### src/rtl/vga_pkg.sv
// vga_pkg: shared mode codes, default 640x480@60 timing,
// counter-width helper and pipeline bundle types.
package vga_pkg;

  localparam logic [1:0] MODE_FB    = 2'b00;
  localparam logic [1:0] MODE_BARS  = 2'b01;
  localparam logic [1:0] MODE_CHECK = 2'b10;
  localparam logic [1:0] MODE_BLACK = 2'b11;

  localparam int DEF_H_ACTIVE = 640;
  localparam int DEF_H_FP     = 16;
  localparam int DEF_H_SYNC   = 96;
  localparam int DEF_H_BP     = 48;
  localparam int DEF_V_ACTIVE = 480;
  localparam int DEF_V_FP     = 10;
  localparam int DEF_V_SYNC   = 2;
  localparam int DEF_V_BP     = 33;

  function automatic int cnt_w(input int total);
    return (total > 1) ? $clog2(total) : 1;
  endfunction

  typedef struct packed {
    logic hs;
    logic vs;
    logic act;
    logic fs;
  } sync_t;

  typedef struct packed {
    logic       act;
    logic       img;
    logic [1:0] md;
    logic [2:0] bar;
    logic       chk;
  } pix_sel_t;

endpackage

### src/rtl/vga_timing_gen.sv
// vga_timing_gen: h/v scan counters with raw sync/active flags.
// Ports: vga_clk_25, reset_n (sync, active-low); h, v counters;
// hs_on/vs_on (sync pulse window, polarity-free), active,
// first (position 0,0), eol (last h), eof (last h of last v).
module vga_timing_gen
  import vga_pkg::*;
#(
  parameter int H_ACTIVE = DEF_H_ACTIVE,
  parameter int H_FP     = DEF_H_FP,
  parameter int H_SYNC   = DEF_H_SYNC,
  parameter int H_BP     = DEF_H_BP,
  parameter int V_ACTIVE = DEF_V_ACTIVE,
  parameter int V_FP     = DEF_V_FP,
  parameter int V_SYNC   = DEF_V_SYNC,
  parameter int V_BP     = DEF_V_BP,
  parameter int HW = cnt_w(H_ACTIVE + H_FP + H_SYNC + H_BP),
  parameter int VW = cnt_w(V_ACTIVE + V_FP + V_SYNC + V_BP)
) (
  input  logic          vga_clk_25,
  input  logic          reset_n,
  output logic [HW-1:0] h,
  output logic [VW-1:0] v,
  output logic          hs_on,
  output logic          vs_on,
  output logic          active,
  output logic          first,
  output logic          eol,
  output logic          eof
);

  localparam int H_TOTAL = H_ACTIVE + H_FP + H_SYNC + H_BP;
  localparam int V_TOTAL = V_ACTIVE + V_FP + V_SYNC + V_BP;

  localparam logic [HW-1:0] H_LAST = HW'(H_TOTAL - 1);
  localparam logic [HW-1:0] H_ACT  = HW'(H_ACTIVE);
  localparam logic [HW-1:0] HS_BEG = HW'(H_ACTIVE + H_FP);
  localparam logic [HW-1:0] HS_END = HW'(H_ACTIVE + H_FP + H_SYNC);
  localparam logic [VW-1:0] V_LAST = VW'(V_TOTAL - 1);
  localparam logic [VW-1:0] V_ACT  = VW'(V_ACTIVE);
  localparam logic [VW-1:0] VS_BEG = VW'(V_ACTIVE + V_FP);
  localparam logic [VW-1:0] VS_END = VW'(V_ACTIVE + V_FP + V_SYNC);

  assign eol = (h == H_LAST);
  assign eof = eol && (v == V_LAST);

  always_ff @(posedge vga_clk_25) begin
    if (!reset_n) begin
      h <= '0;
      v <= '0;
    end else if (eol) begin
      h <= '0;
      v <= eof ? '0 : v + VW'(1);
    end else begin
      h <= h + HW'(1);
    end
  end

  assign active = (h < H_ACT) && (v < V_ACT);
  assign hs_on  = (h >= HS_BEG) && (h < HS_END);
  assign vs_on  = (v >= VS_BEG) && (v < VS_END);
  assign first  = (h == '0) && (v == '0);

endmodule

### src/rtl/vga_scan_engine.sv
// vga_scan_engine: VGA scan-out with pixel replication, framebuffer
// address generation and read-latency-aligned RGB/sync/de.
// Ports: vga_clk_25, reset_n (sync, active-low), mode, addr (to RAM),
// din (from RAM), hsync, vsync, de, R, G, B, frame_start.
// VGA_PALETTE_EN adds pal_we, pal_idx, pal_data and a palette lookup.
module vga_scan_engine
  import vga_pkg::*;
#(
  parameter int H_ACTIVE   = DEF_H_ACTIVE,
  parameter int H_FP       = DEF_H_FP,
  parameter int H_SYNC     = DEF_H_SYNC,
  parameter int H_BP       = DEF_H_BP,
  parameter int V_ACTIVE   = DEF_V_ACTIVE,
  parameter int V_FP       = DEF_V_FP,
  parameter int V_SYNC     = DEF_V_SYNC,
  parameter int V_BP       = DEF_V_BP,
  parameter bit HSYNC_POL  = 1'b0,
  parameter bit VSYNC_POL  = 1'b0,
  parameter int FB_WIDTH   = 320,
  parameter int FB_HEIGHT  = 240,
  parameter int SCALE_LOG2 = 1,
  parameter int PIX_W      = 2,
  parameter int COLOR_W    = 2,
  parameter int ADDR_W     = 17,
  parameter int RD_LATENCY = 1,
  parameter int BAR_SHIFT  = 6
) (
  input  logic               vga_clk_25,
  input  logic               reset_n,
  input  logic [1:0]         mode,
  output logic [ADDR_W-1:0]  addr,
  input  logic [PIX_W-1:0]   din,
  output logic               hsync,
  output logic               vsync,
  output logic               de,
  output logic [COLOR_W-1:0] R,
  output logic [COLOR_W-1:0] G,
  output logic [COLOR_W-1:0] B,
  output logic               frame_start
`ifdef VGA_PALETTE_EN
  ,
  input  logic                 pal_we,
  input  logic [PIX_W-1:0]     pal_idx,
  input  logic [3*COLOR_W-1:0] pal_data
`endif
);

  localparam int PIPE = RD_LATENCY + 2;
  localparam int HW = cnt_w(H_ACTIVE + H_FP + H_SYNC + H_BP);
  localparam int VW = cnt_w(V_ACTIVE + V_FP + V_SYNC + V_BP);

  localparam logic [HW-1:0] FB_W = HW'(FB_WIDTH);
  localparam logic [VW-1:0] FB_H = VW'(FB_HEIGHT);
  localparam logic [VW-1:0] S_MASK = VW'((1 << SCALE_LOG2) - 1);
  localparam logic [ADDR_W-1:0] FB_STEP = ADDR_W'(FB_WIDTH);

  if (longint'(FB_WIDTH) * FB_HEIGHT > (64'd1 << ADDR_W)) begin : g_fb_fit
    $error("framebuffer FB_WIDTH*FB_HEIGHT exceeds ADDR_W");
  end
  if (RD_LATENCY < 1 || RD_LATENCY > 4) begin : g_lat_rng
    $error("RD_LATENCY must be 1..4");
  end

  logic [HW-1:0] h;
  logic [VW-1:0] v;
  logic          hs_on;
  logic          vs_on;
  logic          active;
  logic          first;
  logic          eol;
  logic          eof;

  vga_timing_gen #(
    .H_ACTIVE (H_ACTIVE),
    .H_FP     (H_FP),
    .H_SYNC   (H_SYNC),
    .H_BP     (H_BP),
    .V_ACTIVE (V_ACTIVE),
    .V_FP     (V_FP),
    .V_SYNC   (V_SYNC),
    .V_BP     (V_BP),
    .HW       (HW),
    .VW       (VW)
  ) u_timing (
    .vga_clk_25 (vga_clk_25),
    .reset_n    (reset_n),
    .h          (h),
    .v          (v),
    .hs_on      (hs_on),
    .vs_on      (vs_on),
    .active     (active),
    .first      (first),
    .eol        (eol),
    .eof        (eof)
  );

  logic [HW-1:0]     fx;
  logic [VW-1:0]     fy;
  logic              img;
  logic [1:0]        mode_q;
  logic [1:0]        eff_mode;
  logic [ADDR_W-1:0] line_base;

  assign fx  = h >> SCALE_LOG2;
  assign fy  = v >> SCALE_LOG2;
  assign img = (fx < FB_W) && (fy < FB_H);

  // The frame's first pixel already uses the newly sampled mode.
  assign eff_mode = first ? mode : mode_q;

  always_ff @(posedge vga_clk_25) begin
    if (!reset_n) begin
      addr      <= '0;
      line_base <= '0;
      mode_q    <= mode;
    end else begin
      if (img) addr <= line_base + ADDR_W'(fx);
      if (first) mode_q <= mode;
      // Advance one framebuffer row after the last replicated line.
      if (eof) line_base <= '0;
      else if (eol && ((v & S_MASK) == S_MASK))
        line_base <= line_base + FB_STEP;
    end
  end

  sync_t    sync_cur;
  pix_sel_t pix_cur;
  sync_t    sync_d [PIPE];
  pix_sel_t pix_d  [RD_LATENCY+1];
  sync_t    so;
  pix_sel_t sel;

  assign sync_cur = '{hs: hs_on, vs: vs_on, act: active, fs: first};
  assign pix_cur  = '{act: active, img: img, md: eff_mode,
                      bar: h[BAR_SHIFT+2:BAR_SHIFT], chk: h[4] ^ v[4]};

  always_ff @(posedge vga_clk_25) begin
    if (!reset_n) begin
      for (int i = 0; i < PIPE; i++) sync_d[i] <= '0;
      for (int i = 0; i <= RD_LATENCY; i++) pix_d[i] <= '0;
    end else begin
      sync_d[0] <= sync_cur;
      for (int i = 1; i < PIPE; i++) sync_d[i] <= sync_d[i-1];
      pix_d[0] <= pix_cur;
      for (int i = 1; i <= RD_LATENCY; i++) pix_d[i] <= pix_d[i-1];
    end
  end

  // Selector stage that lines up with din for the same position.
  assign sel = pix_d[RD_LATENCY];
  assign so  = sync_d[PIPE-1];

  // MSB-aligned resize: truncates low bits or pads zeros below.
  function automatic logic [COLOR_W-1:0] to_chan(
    input logic [PIX_W-1:0] p
  );
    logic [PIX_W+COLOR_W-1:0] w;
    w = {p, {COLOR_W{1'b0}}};
    return w[PIX_W+COLOR_W-1 -: COLOR_W];
  endfunction

  logic [3*COLOR_W-1:0] fb_rgb;
  logic [3*COLOR_W-1:0] rgb_n;

`ifdef VGA_PALETTE_EN
  logic [3*COLOR_W-1:0] pal [2**PIX_W];

  always_ff @(posedge vga_clk_25) begin
    if (!reset_n) begin
      for (int i = 0; i < 2**PIX_W; i++)
        pal[i] <= {3{to_chan(PIX_W'(i))}};
    end else if (pal_we) begin
      pal[pal_idx] <= pal_data;
    end
  end

  assign fb_rgb = pal[din];
`else
  assign fb_rgb = {3{to_chan(din)}};
`endif

  always_comb begin
    rgb_n = '0;
    if (sel.act) begin
      unique case (sel.md)
        MODE_FB:    if (sel.img) rgb_n = fb_rgb;
        MODE_BARS:  rgb_n = {{COLOR_W{sel.bar[2]}},
                             {COLOR_W{sel.bar[1]}},
                             {COLOR_W{sel.bar[0]}}};
        MODE_CHECK: rgb_n = {3*COLOR_W{sel.chk}};
        default:    rgb_n = '0;
      endcase
    end
  end

  always_ff @(posedge vga_clk_25) begin
    if (!reset_n) {R, G, B} <= '0;
    else          {R, G, B} <= rgb_n;
  end

  assign hsync       = so.hs ? HSYNC_POL : ~HSYNC_POL;
  assign vsync       = so.vs ? VSYNC_POL : ~VSYNC_POL;
  assign de          = so.act;
  assign frame_start = so.fs;

endmodule

### config.mk
export PLATFORM = sky130hd
export DESIGN_NAME = vga_scan_engine
export DESIGN_NICKNAME = d
export VERILOG_FILES = /design/src/rtl/vga_pkg.sv /design/src/rtl/vga_timing_gen.sv /design/src/rtl/vga_scan_engine.sv
export SDC_FILE = /design/constraint.sdc
export NUM_CORES = 1
export LEC_CHECK = 0
export CORE_MARGIN = 2
export CORE_UTILIZATION = 50
export DETAILED_ROUTE_END_ITERATION = 8
export PLACE_DENSITY = 0.81
export SYNTH_ARGS = -nofsm -noshare
export SYNTH_HDL_FRONTEND = slang
export SYNTH_SLANG_ARGS = --single-unit
### constraint.sdc
create_clock -name vga_clk_25 -period 2.2 [get_ports vga_clk_25]
set_input_delay 0.44 -clock vga_clk_25 [delete_from_list [all_inputs] [get_ports vga_clk_25]]
set_output_delay 0.44 -clock vga_clk_25 [all_outputs]
set_load 0.02 [all_outputs]
Word-level counts from Yosys, hierarchy flattened. Memory sizes are Yosys's and may differ from the RTL's. Index checks and enable logic that the tools add are counted. Widths: inputs -> output; s select.

Memory bits (writable): 28. Input port bits: 6. Memories: 2. Bits in registers: 62. Output and inout port bits: 27. Word-level logic and storage cells: 60.

Memories: pix_d (words 2, bits a word 8, read ports 2, clocked after Yosys merged registers in 0, write ports 2, RTL line vga_scan_engine.sv:129) `pix_sel_t pix_d [RD_LATENCY+1];`; sync_d (words 3, bits a word 4, read ports 3, clocked after Yosys merged registers in 0, write ports 3, RTL line vga_scan_engine.sv:128) `sync_t sync_d [PIPE];`.

Bitwise operators: 7. Eq/ne operators: 4. Order comparisons: 8. Reduce and logical (&&, ||, !) cells: 13. Add/subtract/negate cells: 4. Mux-type cells: 14.

Operator list (count): $add 10x1->10 const B (2); $eq 10x10->1 const B (2); $logic_not 10->1 (2); $lt 10x10->1 const B (2); $lt 10x9->1 const B (2); $pmux 6 s3 (1); $add 17x9->17 (1); $add 17x9->17 const B (1); $mux 8 (2); $mux 4 (3); $ge 10x10->1 const B (1); $ge 10x9->1 const B (1); $mux 10 (1); $lt 9x8->1 const B (1); $lt 9x9->1 const B (1); $logic_and 1x1->1 (7); $mux 6 (1); $or 1x1->1 (5); $mux 1 (4); $mux 2 (2); $reduce_or 2->1 (2); $eq 2x1->1 const B (1); $eq 2x2->1 const B (1); $logic_not 2->1 (1); other kinds (3) (3).

Longest topological paths before layout. Gate-level depths: netlist of run 1.

Depth after elaboration: 4. Mapped depth: 7. Depth with buffers taken out: 7.

Modules after synthesis. Synthesis of run 1 repeated with hierarchy kept, for this count alone.

Cell total of the unflattened synthesis: 373. Area, all modules: 3410.8 sq um.

By module, submodules not included: vga_scan_engine (cells each 244, area an instance 2366.0 sq um, sequential area each 1241.2 sq um, instances 1); vga_timing_gen (cells each 129, area an instance 1044.8 sq um, sequential area each 400.4 sq um, instances 1).

Worst setup path before layout of run 1. Ideal clock, no wire load.

Path kind: reg-to-reg. Start point: reg u_timing.h[0]. End point: reg line_base[6]. Library setup time: 0.117 ns. Data required time: 2.083 ns. Arrival time: 1.725 ns. Path buffers: 2. Clock period less this slack: 1.843 ns. Stages on the path, launching flop included: 8. Path slack: 0.357 ns. Cells stage by stage: dfxtp_1 > ha_1 > and4_1 > buf_2 > nand3_1 > o21ai_2 > buf_2 > nor2_1.

Word-level cells in the longest chain between the ends: 3. Elaborated cells on any way between the ends: 4. Classes of those cells: eq/ne: 1; reduce/logical: 3.

RTL lines: start: declaration (RTL line vga_timing_gen.sv:21) `output logic [HW-1:0] h,`; start signal: assignment (RTL line vga_timing_gen.sv:54) `h <= h + HW'(1);`; $eq 10x10->1 * (RTL line vga_timing_gen.sv:43) `assign eol = (h == H_LAST);`; $logic_and 1x1->1 (RTL line vga_timing_gen.sv:44) `assign eof = eol && (v == V_LAST);`; $reduce_or 2->1 (no source line); end signal: assignment (RTL line vga_scan_engine.sv:122) `line_base <= line_base + FB_STEP;`; end: declaration (RTL line vga_scan_engine.sv:102) `logic [ADDR_W-1:0] line_base;`.

Mark *: on every way between the ends. The rest lies on a longest branch, timed or not. A chain may end at the register's enable or synchronous reset.

Final worst setup path of run 1.
Start point: reg u_timing.h[1]. End point: reg line_base[14].

The elaborated chain is that of the path after synthesis.

==> flow_summary_export.csv, run 1 <==
group,metric,value,unit
synth,syn_inst,376,
floorplanning,die_h,86.11,um
sta,setup_viol,0,
clock_network,clkLatencyLatePin,0.35,ns
power_and_ir_drop,p_total,2.717,mW
power_and_ir_drop,switching_power,599.4,uW
min_path,hold_path.class,"reg2reg",
drt,drc,0,
place,place_hpwl,5194,um
clock_network,cts.sinks,80,
clock_network,path_clk_slew,0.08,ns
sta,fin_skew,0.005064,ns
synth,synthTopCellsByArea,"dfxtp_1, nor2_1, a21oi_1",
final_layout,mostFrequentLayoutCells,"dfxtp_1, nor2_1, a21oi_1, clkdlybuf4s50_1, o21ai_0",
setup_path,cp-start-kind,"flop",
synth,yosys.cell_types.count,44,
setup_path,worstPathArrival,2.31,ns
clock_network,htreeDepth,3,
drt,first_pass_iters,4,
power_and_ir_drop,ir_drop,0.4850,mV
drt,num_vias,2810,
power_and_ir_drop,internal-power,2.117,mW
min_path,hold_path_depth,1,
grt,grt_max_degree,26,
sta,max_slew_margin,66.93,%
final_layout,diodes,0,
clock_network,hold_buffers,0,
synth,ys_warn_count,0,
drt,wl_per_cell,14.73,um
sta,worst_pin_slew,0.4961,ns
setup_path,end_kind,"flop",
place,gp_congestion,0.8267,
power_and_ir_drop,power_frac_comb,4.4,%
final_layout,layout_commonest_cell,"dfxtp_1",
synth,synth_seq_cells,80,
job,maxCapViolCount,0,
clock_network,clk_path_buf_depth,2,
floorplanning,row_count,29,
setup_path,cp.required,2.48,ns
grt,antenna_found_initial,0,
drt,drt-vias-per-instance,5.688,
setup_path,cp_num_cells,5,
clock_network,cts_buffers,9,
power_and_ir_drop,swShare,22.06,%
drt,routed_wl,7276,um
grt,grt_pass1_wl,12360,um
synth,ys.flop_type,"dfxtp_1",
setup_path,regToRegSetupSlack,0.17,ns
place,numPortBuffers,32,
grt,grt_overflow,0,
synth,synth-edff-count,0,
grt,grt_pass1_vias,2698,
setup_path,path_class,"reg2reg",
grt,grt_usage,21.26,%
synth,synthArstFlopShare,0,%
setup_path,worst-path-max-fanout,7,
synth,yosysTopAreaCellShare,47.51,%
power_and_ir_drop,p_clk_share,40.6,%
setup_path,worst_path_largest_cell_delay,0.60,ns
setup_path,crit_family,"simple AND/OR/NAND/NOR gates",
setup_path,rr_worst_depth,5,
setup_path,slowest_stage,"or4_4",
clock_network,post_cts_buffers,0,
clock_network,cts_tree,"yes",
sta,fin_tns_setup,0,ns
floorplanning,die_w,86.11,um
power_and_ir_drop,p_leak,1.488,nW
synth,syn_area,0.003371,mm^2
power_and_ir_drop,power_frac_seq,54.9,%
clock_network,cts-resized-gates,0,
synth,yosysTopAreaCell,"dfxtp_1",
final_layout,layout.nets,427,
sta,drv_slew,0,
drt,drtIter0Drc,123,
status,status,"complete, no violations",
floorplanning,ioPinCount,33,
power_and_ir_drop,pwr_density_cell,679.4,mW/mm^2
drt,ant_nets,0,
floorplanning,start_util,52.48,%
synth,synthesis.nets,391,
final_layout,areaGrowthSynthToFinish,18.63,%
final_layout,drive_above_1_share,9.113,%
sta,fmax,493.1,MHz
sta,fin_crit,2.028,ns
floorplanning,core_area,0.006422,mm^2
setup_path,critical_path.cell_chain,"ha_2 -> nand4_1 -> or4_4 -> or3_1 -> a21oi_1",
floorplanning,die_area,0.007414,mm^2
sta,finalCritPeriodShare,92.18,%
synth,seq_area_frac_synth,47.51,%
clock_network,cts_root_buffer,"clkbuf_8",
setup_path,path_buf_inv,0,
sta,final_hold_viol_count,0,
synth,syn_avg_cell_area,8.965,um^2
sta,rsz0062_at_grt,"no",
area by class of cell:
| type | instances | area (um^2) |
|---|---|---|
| inverter | 13 | 48.80 |
| sequential | 80 | 1603 |
| timing repair buffer | 45 | 417.9 |
| tap | 77 | 96.34 |
| multi-input combinational | 263 | 1627 |
| clock inverter | 4 | 51.30 |
| clock buffer | 12 | 155.1 |
| fill | 533 | 2424 |
worst paths after layout:
check                start            end
max reg2reg  u_timing.h[1]  line_base[14]
min reg2reg    pix_d[0][2]   pix_d[0][10]
max          u_timing.h[1]  line_base[14]
min            pix_d[0][2]   pix_d[0][10]
synthesized netlist by cell type, types with 8 or more instances:
cell type	n
xor2_1	11
buf_2	8
dfxtp_1	80
nor2_1	47
o21ai_0	20
mux2i_1	8
ha_1	8
a21oi_1	32
xnor2_1	10
inv_1	13
and2_1	15
or3_1	9
nand2_1	18
nand4_1	11
nand3_1	16
clkbuf_1	10
cells by family after synthesis:
group / count (synthesis) / synth area share (%)
flops: 80 / 47.51
compound gates: 70 / 11.84
xor+xnor: 21 / 5.456
simple gates: 153 / 24.28
mux: 10 / 3.044
buf+inv: 33 / 4.306
fa+ha+maj: 9 / 3.564
per-stage QoR:
stage	instances	hold slack, ns	util [%]	cell area, um^2	worst slack (ns)
after floorplan	376	0.4119	-	3371	0.3573
after global placement	478	0.4129	58.99	3789	0.2450
after detailed placement	478	0.4191	58.99	3789	0.1775
after CTS	494	0.4376	62.21	3995	0.1624
after global routing	494	0.4468	62.26	3999	0.01369
final	494	0.4352	62.26	3999	0.1720
per-layer routing:
| layer | vias to the layer above | GRT usage (%) | share of wire (%) |
|---|---|---|---|
| li1 | 1395 | - | - |
| met1 | 1332 | 26.00 | 44 |
| met2 | 71 | 35.38 | 49 |
| met3 | 12 | 5.679 | 5.1 |
| met4 | 0 | 8.802 | 2.2 |
| met5 | - | 0 | 0 |
power groups by stage:
stage / Combinational [mW] / Sequential [mW] / Clock [mW]
global placement: 0.115 / 1.52 / 0
floorplan: 0.0730 / 1.52 / 0
detailed placement: 0.119 / 1.53 / 0
CTS: 0.121 / 1.49 / 1.12
finish: 0.121 / 1.49 / 1.10
global route: 0.132 / 1.50 / 1.19
worst register-to-register path: cells and delay by family, from the launching register on:
| family | cells | cell delay, ns |
|---|---|---|
| AO/OA/AOI/OAI | 1 | 0.16 |
| flip-flops | 1 | 0.40 |
| AND/OR/NAND/NOR | 3 | 1.16 |
| adder cells (fa/ha/maj) | 1 | 0.24 |
registers in the layout (all words and copies together) (netlist names):
register,cells
u_timing.v,10
R,2
mode_q,2
sync_d,12
addr,17
G,2
B,2
pix_d,12
u_timing.h,10
line_base,11
(Power assumes the default switching activity.)
==> inputs of run 2 (changes only) <==
--- a/config.mk
+++ b/config.mk
@@ -5,6 +5,7 @@
 export SDC_FILE = /design/constraint.sdc
 export NUM_CORES = 1
 export LEC_CHECK = 0
+export CAP_MARGIN = 5
 export CORE_MARGIN = 2
 export CORE_UTILIZATION = 50
 export DETAILED_ROUTE_END_ITERATION = 8
==> results of run 2 <==
The final DEF is identical to that of run 1; final timing and power are the same.
